## src/rtl/itch_decoder_dispatch_pkg.sv

```systemverilog
// rtl/itch_decoder_dispatch_pkg.sv - shared ITCH message-type constants, decoder indices and dispatch state.
package itch_pkg;

  localparam int PAYLOAD_W = 512;

  localparam logic [7:0] MSG_ADD        = 8'h41;
  localparam logic [7:0] MSG_ADD_MPID   = 8'h46;
  localparam logic [7:0] MSG_CANCEL     = 8'h58;
  localparam logic [7:0] MSG_DELETE     = 8'h44;
  localparam logic [7:0] MSG_REPLACE    = 8'h55;
  localparam logic [7:0] MSG_EXEC       = 8'h45;
  localparam logic [7:0] MSG_EXEC_PRICE = 8'h43;

  localparam logic [2:0] DEC_ADD     = 3'd0;
  localparam logic [2:0] DEC_CANCEL  = 3'd1;
  localparam logic [2:0] DEC_DELETE  = 3'd2;
  localparam logic [2:0] DEC_REPLACE = 3'd3;
  localparam logic [2:0] DEC_EXEC    = 3'd4;

  typedef enum logic {
    ST_IDLE,
    ST_WAIT
  } disp_state_t;

  typedef struct packed {
    logic       known;
    logic [2:0] idx;
  } msg_class_t;

  function automatic msg_class_t classify(input logic [7:0] mtype);
    msg_class_t c;
    c = '{known: 1'b1, idx: DEC_ADD};
    case (mtype)
      MSG_ADD, MSG_ADD_MPID:    c.idx = DEC_ADD;
      MSG_CANCEL:               c.idx = DEC_CANCEL;
      MSG_DELETE:               c.idx = DEC_DELETE;
      MSG_REPLACE:              c.idx = DEC_REPLACE;
      MSG_EXEC, MSG_EXEC_PRICE: c.idx = DEC_EXEC;
      default:                  c.known = 1'b0;
    endcase
    return c;
  endfunction

endpackage

```

## src/rtl/itch_decoder_dispatch_if.sv

```systemverilog
// rtl/itch_decoder_dispatch_if.sv - upstream payload handshake and decoder-bank issue/decoded signals.
interface itch_decoder_dispatch_if #(
  parameter int NUM_DEC = 5
);
  import itch_pkg::*;

  logic                 in_valid;
  logic                 in_ready;
  logic [PAYLOAD_W-1:0] in_payload;
  logic [NUM_DEC-1:0]   dec_valid;
  logic [PAYLOAD_W-1:0] dec_payload;
  logic [NUM_DEC-1:0]   dec_decoded;

  modport master (
    output in_valid, in_payload, dec_decoded,
    input  in_ready, dec_valid, dec_payload
  );

  modport slave (
    input  in_valid, in_payload, dec_decoded,
    output in_ready, dec_valid, dec_payload
  );
endinterface

```

## src/rtl/itch_payload_fifo.sv

```systemverilog
// rtl/itch_payload_fifo.sv - power-of-two payload FIFO with a registered ready (not full after this edge).
module itch_payload_fifo #(
  parameter int DEPTH = 2,
  parameter int W = 512,
  localparam int AW = $clog2(DEPTH),
  localparam int CW = AW + 1
) (
  input  logic         clk,
  input  logic         rst_n,
  input  logic         push,
  input  logic         pop,
  input  logic [W-1:0] wdata,
  output logic [W-1:0] rdata,
  output logic         full,
  output logic         empty,
  output logic [CW-1:0] count,
  output logic         ready
);

  logic [W-1:0]  mem [DEPTH];
  logic [AW-1:0] wr_ptr;
  logic [AW-1:0] rd_ptr;
  logic [CW-1:0] count_nxt;

  assign rdata     = mem[rd_ptr];
  assign full      = (count == CW'(DEPTH));
  assign empty     = (count == '0);
  assign count_nxt = count + CW'(push) - CW'(pop);

  always_ff @(posedge clk) begin
    if (push) mem[wr_ptr] <= wdata;
  end

  // Pointers wrap naturally because DEPTH is a power of two.
  always_ff @(posedge clk or negedge rst_n) begin
    if (!rst_n) begin
      wr_ptr <= '0;
      rd_ptr <= '0;
      count  <= '0;
      ready  <= 1'b1;
    end else begin
      if (push) wr_ptr <= wr_ptr + AW'(1);
      if (pop)  rd_ptr <= rd_ptr + AW'(1);
      count <= count_nxt;
      ready <= (count_nxt != CW'(DEPTH));
    end
  end

endmodule

```

## src/rtl/itch_decoder_dispatch.sv

```systemverilog
// rtl/itch_decoder_dispatch.sv - serialising dispatcher for the ITCH decoder bank.
// Optional event counters msg_cnt/unk_cnt/tmo_cnt under ITCH_DISPATCH_STATS_EN.
module itch_decoder_dispatch
  import itch_pkg::*;
#(
  parameter int FIFO_DEPTH = 2,
  parameter int TIMEOUT = 15,
  parameter int NUM_DEC = 5
) (
  input  logic clk,
  input  logic rst_n,
  itch_decoder_dispatch_if.slave bus,
  output logic busy,
  output logic unk_pulse,
  output logic timeout_pulse,
  output logic spur_pulse
`ifdef ITCH_DISPATCH_STATS_EN
  ,
  output logic [31:0] msg_cnt,
  output logic [31:0] unk_cnt,
  output logic [31:0] tmo_cnt
`endif
);

  localparam int TW = $clog2(TIMEOUT + 1);
  localparam int CW = $clog2(FIFO_DEPTH) + 1;

  disp_state_t          state;
  logic [NUM_DEC-1:0]   sel_q;
  logic [TW-1:0]        tcnt;
  logic [PAYLOAD_W-1:0] head;
  logic                 fifo_full;
  logic                 fifo_empty;
  logic [CW-1:0]        fifo_count;
  logic [CW-1:0]        cnt_nxt;
  logic                 push, pop, issue, hit, tmo_hit, leave, wait_nxt;
  msg_class_t           cls;
  logic [NUM_DEC-1:0]   sel_onehot;

  assign push       = bus.in_valid && bus.in_ready && !fifo_full;
  assign pop        = (state == ST_IDLE) && !fifo_empty;
  assign cls        = classify(head[PAYLOAD_W-1 -: 8]);
  assign sel_onehot = NUM_DEC'(1) << cls.idx;
  assign issue      = pop && cls.known;
  assign hit        = |(bus.dec_decoded & sel_q);
  assign tmo_hit    = (tcnt == TW'(TIMEOUT - 1));
  assign leave      = (state == ST_WAIT) && (hit || tmo_hit);
  assign wait_nxt   = issue || ((state == ST_WAIT) && !leave);
  assign cnt_nxt    = fifo_count + CW'(push) - CW'(pop);

  itch_payload_fifo #(
    .DEPTH (FIFO_DEPTH),
    .W     (PAYLOAD_W)
  ) u_fifo (
    .clk   (clk),
    .rst_n (rst_n),
    .push  (push),
    .pop   (pop),
    .wdata (bus.in_payload),
    .rdata (head),
    .full  (fifo_full),
    .empty (fifo_empty),
    .count (fifo_count),
    .ready (bus.in_ready)
  );

  always_ff @(posedge clk or negedge rst_n) begin
    if (!rst_n) begin
      state           <= ST_IDLE;
      sel_q           <= '0;
      tcnt            <= '0;
      bus.dec_valid   <= '0;
      bus.dec_payload <= '0;
      busy            <= 1'b0;
      unk_pulse       <= 1'b0;
      timeout_pulse   <= 1'b0;
      spur_pulse      <= 1'b0;
    end else begin
      bus.dec_valid <= '0;
      unk_pulse     <= 1'b0;
      timeout_pulse <= 1'b0;
      spur_pulse    <= |(bus.dec_decoded & ~sel_q);
      busy          <= wait_nxt || (cnt_nxt != '0);
      case (state)
        ST_IDLE: begin
          if (pop) begin
            if (cls.known) begin
              bus.dec_payload <= head;
              bus.dec_valid   <= sel_onehot;
              sel_q           <= sel_onehot;
              tcnt            <= '0;
              state           <= ST_WAIT;
            end else begin
              unk_pulse <= 1'b1;
            end
          end
        end
        ST_WAIT: begin
          tcnt <= tcnt + TW'(1);
          // A decoded pulse landing on the timeout cycle still counts as success.
          if (hit) begin
            state <= ST_IDLE;
          end else if (tmo_hit) begin
            timeout_pulse <= 1'b1;
            state         <= ST_IDLE;
          end
        end
        default: state <= ST_IDLE;
      endcase
    end
  end

`ifdef ITCH_DISPATCH_STATS_EN
  always_ff @(posedge clk or negedge rst_n) begin
    if (!rst_n) begin
      msg_cnt <= '0;
      unk_cnt <= '0;
      tmo_cnt <= '0;
    end else begin
      if (issue)                 msg_cnt <= msg_cnt + 32'd1;
      if (pop && !cls.known)     unk_cnt <= unk_cnt + 32'd1;
      if (leave && !hit)         tmo_cnt <= tmo_cnt + 32'd1;
    end
  end
`endif

endmodule

```

## src/flat_wrapper.sv

```systemverilog
// flat-port wrapper written by rule: the top's interface ports become plain ports
module itch_decoder_dispatch_flat import itch_pkg::*;
#(
  parameter int FIFO_DEPTH = 2,
  parameter int TIMEOUT = 15,
  parameter int NUM_DEC = 5
)
  (clk, rst_n, busy, unk_pulse, timeout_pulse, spur_pulse, bus_in_valid, bus_in_payload, bus_dec_decoded, bus_in_ready, bus_dec_valid, bus_dec_payload);
  itch_decoder_dispatch_if #(.NUM_DEC(NUM_DEC)) bus_i ();
  input  logic clk;
  input  logic rst_n;
  output logic busy;
  output logic unk_pulse;
  output logic timeout_pulse;
  output logic spur_pulse;
  input wire logic [$bits(bus_i.in_valid)-1:0] bus_in_valid;
  input wire logic [$bits(bus_i.in_payload)-1:0] bus_in_payload;
  input wire logic [$bits(bus_i.dec_decoded)-1:0] bus_dec_decoded;
  output wire logic [$bits(bus_i.in_ready)-1:0] bus_in_ready;
  output wire logic [$bits(bus_i.dec_valid)-1:0] bus_dec_valid;
  output wire logic [$bits(bus_i.dec_payload)-1:0] bus_dec_payload;
  assign bus_i.in_valid = bus_in_valid;
  assign bus_i.in_payload = bus_in_payload;
  assign bus_i.dec_decoded = bus_dec_decoded;
  assign bus_in_ready = bus_i.in_ready;
  assign bus_dec_valid = bus_i.dec_valid;
  assign bus_dec_payload = bus_i.dec_payload;
  itch_decoder_dispatch #(.FIFO_DEPTH(FIFO_DEPTH), .TIMEOUT(TIMEOUT), .NUM_DEC(NUM_DEC)) u_core (.clk(clk), .rst_n(rst_n), .bus(bus_i), .busy(busy), .unk_pulse(unk_pulse), .timeout_pulse(timeout_pulse), .spur_pulse(spur_pulse));
endmodule
```

## config.mk

```make
export PLATFORM = sky130hd
export DESIGN_NAME = itch_decoder_dispatch_flat
export DESIGN_NICKNAME = d
export VERILOG_FILES = /design/src/rtl/itch_decoder_dispatch_pkg.sv /design/src/rtl/itch_decoder_dispatch_if.sv /design/src/rtl/itch_payload_fifo.sv /design/src/rtl/itch_decoder_dispatch.sv /design/src/flat_wrapper.sv
export SDC_FILE = /design/constraint.sdc
export NUM_CORES = 2
export LEC_CHECK = 0
export BUFFER_PORTS_ARGS = -buffer_cell sky130_fd_sc_hd__buf_2
export CORE_AREA = 2 2 409 411
export CTS_BUF_LIST = sky130_fd_sc_hd__clkbuf_16
export DETAILED_ROUTE_END_ITERATION = 10
export DIE_AREA = 0 0 411 413
export PLACE_DENSITY = 0.63
export SETUP_SLACK_MARGIN = 0.2
export SYNTH_ARGS = -nofsm -noshare
export SYNTH_HDL_FRONTEND = slang
export SYNTH_SLANG_ARGS = --single-unit
```

## constraint.sdc

```tcl
create_clock -name clk -period 22.2 [get_ports clk]
set_input_delay 2.22 -clock clk [delete_from_list [all_inputs] [get_ports clk]]
set_output_delay 2.22 -clock clk [all_outputs]
set_load 0.02 [all_outputs]
```

==> impl_metrics.env <==
export IMPL_syn_inst=2796
export IMPL_use_met2=0.261
export IMPL_seqCellArea_um2=44200
export IMPL_clock_latency_ns=0.82
export IMPL_crit_top_cell="buf_4"
export IMPL_synth_net_count=3320
export IMPL_post_cts_buffers=0
export IMPL_cts_buffer_depth=3
export IMPL_holdBufCountCts=0
export IMPL_place_congestion=0.797
export IMPL_seq_area_frac_synth=0.772
export IMPL_die_area_um2=170000
export IMPL_finClkSkew_ns=0.0432
export IMPL_synth_area_leaders="edfxtp_1 54%, dfrtp_1 23%, mux2_2 10%, mux2_1 9.7%, buf_8 0.58%"
export IMPL_p_leak_nw=28.5
export IMPL_io_buffers=1041
export IMPL_overflow=0
export IMPL_yosysTopAreaCellShare=0.537
export IMPL_drtAntennaViolNets=0
export IMPL_wl_per_cell_um=22.4
export IMPL_grt_max_degree=166
export IMPL_finalHoldViolations=0
export IMPL_slew_viol_final=0
export IMPL_drt_total_wl_um=141000
export IMPL_cts_tree="done"
export IMPL_dr_pass1_iters=5
export IMPL_numClockSinks=1560
export IMPL_dp_final_hpwl_um=96400
export IMPL_cp_cell_sequence="buf_2 > o211ai_1 > nor2_4 > buf_4 > buf_4 > buf_4 > buf_4 > buf_4"
export IMPL_rows=150
export IMPL_die_y_um=413
export IMPL_max_stage_delay_ns=0.94
export IMPL_path_clk_slew_ns=0.06
export IMPL_pre_cts_slack_ns=14.01
export IMPL_crit_buf_inv=6
export IMPL_critPathKind="input pin to register"
export IMPL_cp_required_ns=22.63
export IMPL_p_per_area_nw_per_um2=139
export IMPL_ir_drop_mv=0.105
export IMPL_syn_cell_area_um2=57200
export IMPL_post_route_min_period_ns=7.30
export IMPL_vias=29300
export IMPL_fin_cells=6282
export IMPL_hp_class="register to register"
export IMPL_coreArea_um2=166000
export IMPL_synth_top_cell_by_area="edfxtp_1"
export IMPL_fmax_mhz=137
export IMPL_vias_per_cell=4.67
export IMPL_grt_pass1_vias=30100
export IMPL_grt_antenna_before_repair=63
export IMPL_cts_root_buf="clkbuf_16"
export IMPL_htreeDepth=4
export IMPL_worst_path_max_delay_cell="buf_4"
export IMPL_met3_usage=0.0610
export IMPL_rsz0062_at_grt="false"
export IMPL_setup_violations=0
export IMPL_max_slew_margin=0.216
export IMPL_dp_cells=5960
export IMPL_grt_first_pass_wirelength_um=201000
export IMPL_async_flop_share=0.344
export IMPL_outcome="completed"
export IMPL_cts_made_buffers=161
export IMPL_yosys_register_bits=1560
export IMPL_cp_top_family="buffers and inverters"
export IMPL_synthTopCellsByCount="1024 x edfxtp_1, 535 x dfrtp_1, 522 x mux2_2"
export IMPL_synth_edff_count=1024
export IMPL_worst_setup_path_end_kind="register"
export IMPL_top_usage_layer="met2"
export IMPL_drv_cap=0
export IMPL_synth_cell_types=47
export IMPL_drt_initial_drc_count=2015
export IMPL_drive_above_1_share=0.447
export IMPL_cts_resized_gates=0
export IMPL_fill_cells=14800
export IMPL_syn_to_final_growth_pct=21.8
export IMPL_cp_arrival_ns=7.74
export IMPL_multi_input_area_um2=12100
export IMPL_path_max_fanout=72
export IMPL_ys_flop_type="edfxtp_1"
export IMPL_grtUsageTotal=0.160
export IMPL_nets=4443
export IMPL_setup_ws_ns=14.90
export IMPL_initial_utilization=0.345
export IMPL_worstMarginPinSlew_ns=1.18
export IMPL_yosysMostFrequentCell="edfxtp_1"
export IMPL_fp_dieW_um=411
export IMPL_avgSynthCellArea_um2=20.5
export IMPL_ys_warn_count=0
export IMPL_startpoint_type="input pin"
export IMPL_met1_usage=0.196
export IMPL_post_route_drc_count=0
export IMPL_fin_crit_sh=0.329
export IMPL_pin_count=1042
-- per-stage QoR --
| stage | util | setup TNS, ns | area, um^2 | hold WS (ns) | power (mW) |
|---|---|---|---|---|---|
| finish | 0.420 | 0 | 69700 | 0.466 | 9.69 |
| CTS | 0.420 | 0 | 69700 | 0.463 | 9.83 |
| global route | 0.420 | 0 | 69700 | 0.486 | 10.2 |
| detailed placement | 0.389 | 0 | 64600 | 0.449 | 7.24 |
| floorplan | - | -2852.94 | 57200 | 0.468 | 6.53 |
| global placement | 0.389 | 0 | 64600 | 0.443 | 7.17 |
-- path summary, 6_finish.rpt --
kind	end	slack (ns)	from	depth (start not counted)
min	u_core.bus.dec_payload[510]	0.47	u_core.bus.dec_payload[510]	1
max	u_core.u_fifo.mem[1][65]	14.90	bus_in_valid	8
min in group asynchronous	u_core.bus.dec_payload[200]	1.42	rst_n	1
max reg2reg	u_core.bus.dec_payload[58]	15.44	u_core.u_fifo.rd_ptr	10
max in group asynchronous	u_core.bus.dec_payload[441]	17.79	rst_n	4
min reg2reg	u_core.bus.dec_payload[510]	0.47	u_core.bus.dec_payload[510]	1
-- logic make-up after synthesis --
logic type	count (synthesis)	synth area share
adder cells (fa/ha/maj)	4	0.000874
flip-flops	1560	0.772
buffers and inverters	130	0.0175
AND/OR/NAND/NOR	49	0.00527
multiplexers	1018	0.200
XOR/XNOR	11	0.00168
AO/OA/AOI/OAI	24	0.00302
-- routing by layer --
layer  vias to the layer above  routed length (um)
met5                         -                 303
met4                        46                3490
met3                       265               12300
met2                       997               68600
met1                     15100               56100
li1                      13000                   -
-- cells in the final DEF, fill, tap and decap left out, types with 5 or more instances in the layout --
cell,n
nor2_1,9
clkinv_2,22
clkinv_1,38
xnor2_1,9
o22ai_1,5
dfrtp_1,534
inv_1,68
diode_2,19
edfxtp_1,1024
mux2_1,492
clkbuf_16,163
mux2_2,522
buf_4,30
buf_2,1040
buf_12,5
inv_16,7
inv_6,5
bufinv_16,7
-- flip-flops by register name, summed over array words and instances, names as in the netlist --
register,flops
u_core.u_fifo.mem,1024
u_core.bus.dec_payload,512
u_core.bus.dec_valid,5
u_core.sel_q,5
u_core.tcnt,4
u_core.u_fifo.count,2
u_core.busy,1
u_core.spur_pulse,1
u_core.state,1
u_core.timeout_pulse,1
u_core.u_fifo.rd_ptr,1
u_core.u_fifo.ready,1
u_core.u_fifo.wr_ptr,1
u_core.unk_pulse,1
-- where the power goes --
part | switching (mW) | internal, mW
Clock | 1.13 | 1.43
Sequential | 0.338 | 4.04
Combinational | 1.69 | 1.07
Total | 3.16 | 6.53
-- cell type report --
class / count / share of cell area
Sequential cell: 1560 / 0.634
Clock buffer: 163 / 0.0585
Clock inverter: 140 / 0.0138
Inverter: 14 / 0.000754
Timing Repair Buffer: 1076 / 0.0796
Tap cell: 2204 / 0.0396
Antenna cell: 19 / 0.000682
Multi-Input combinational cell: 1106 / 0.174
Power figures use the tool's default switching activity.
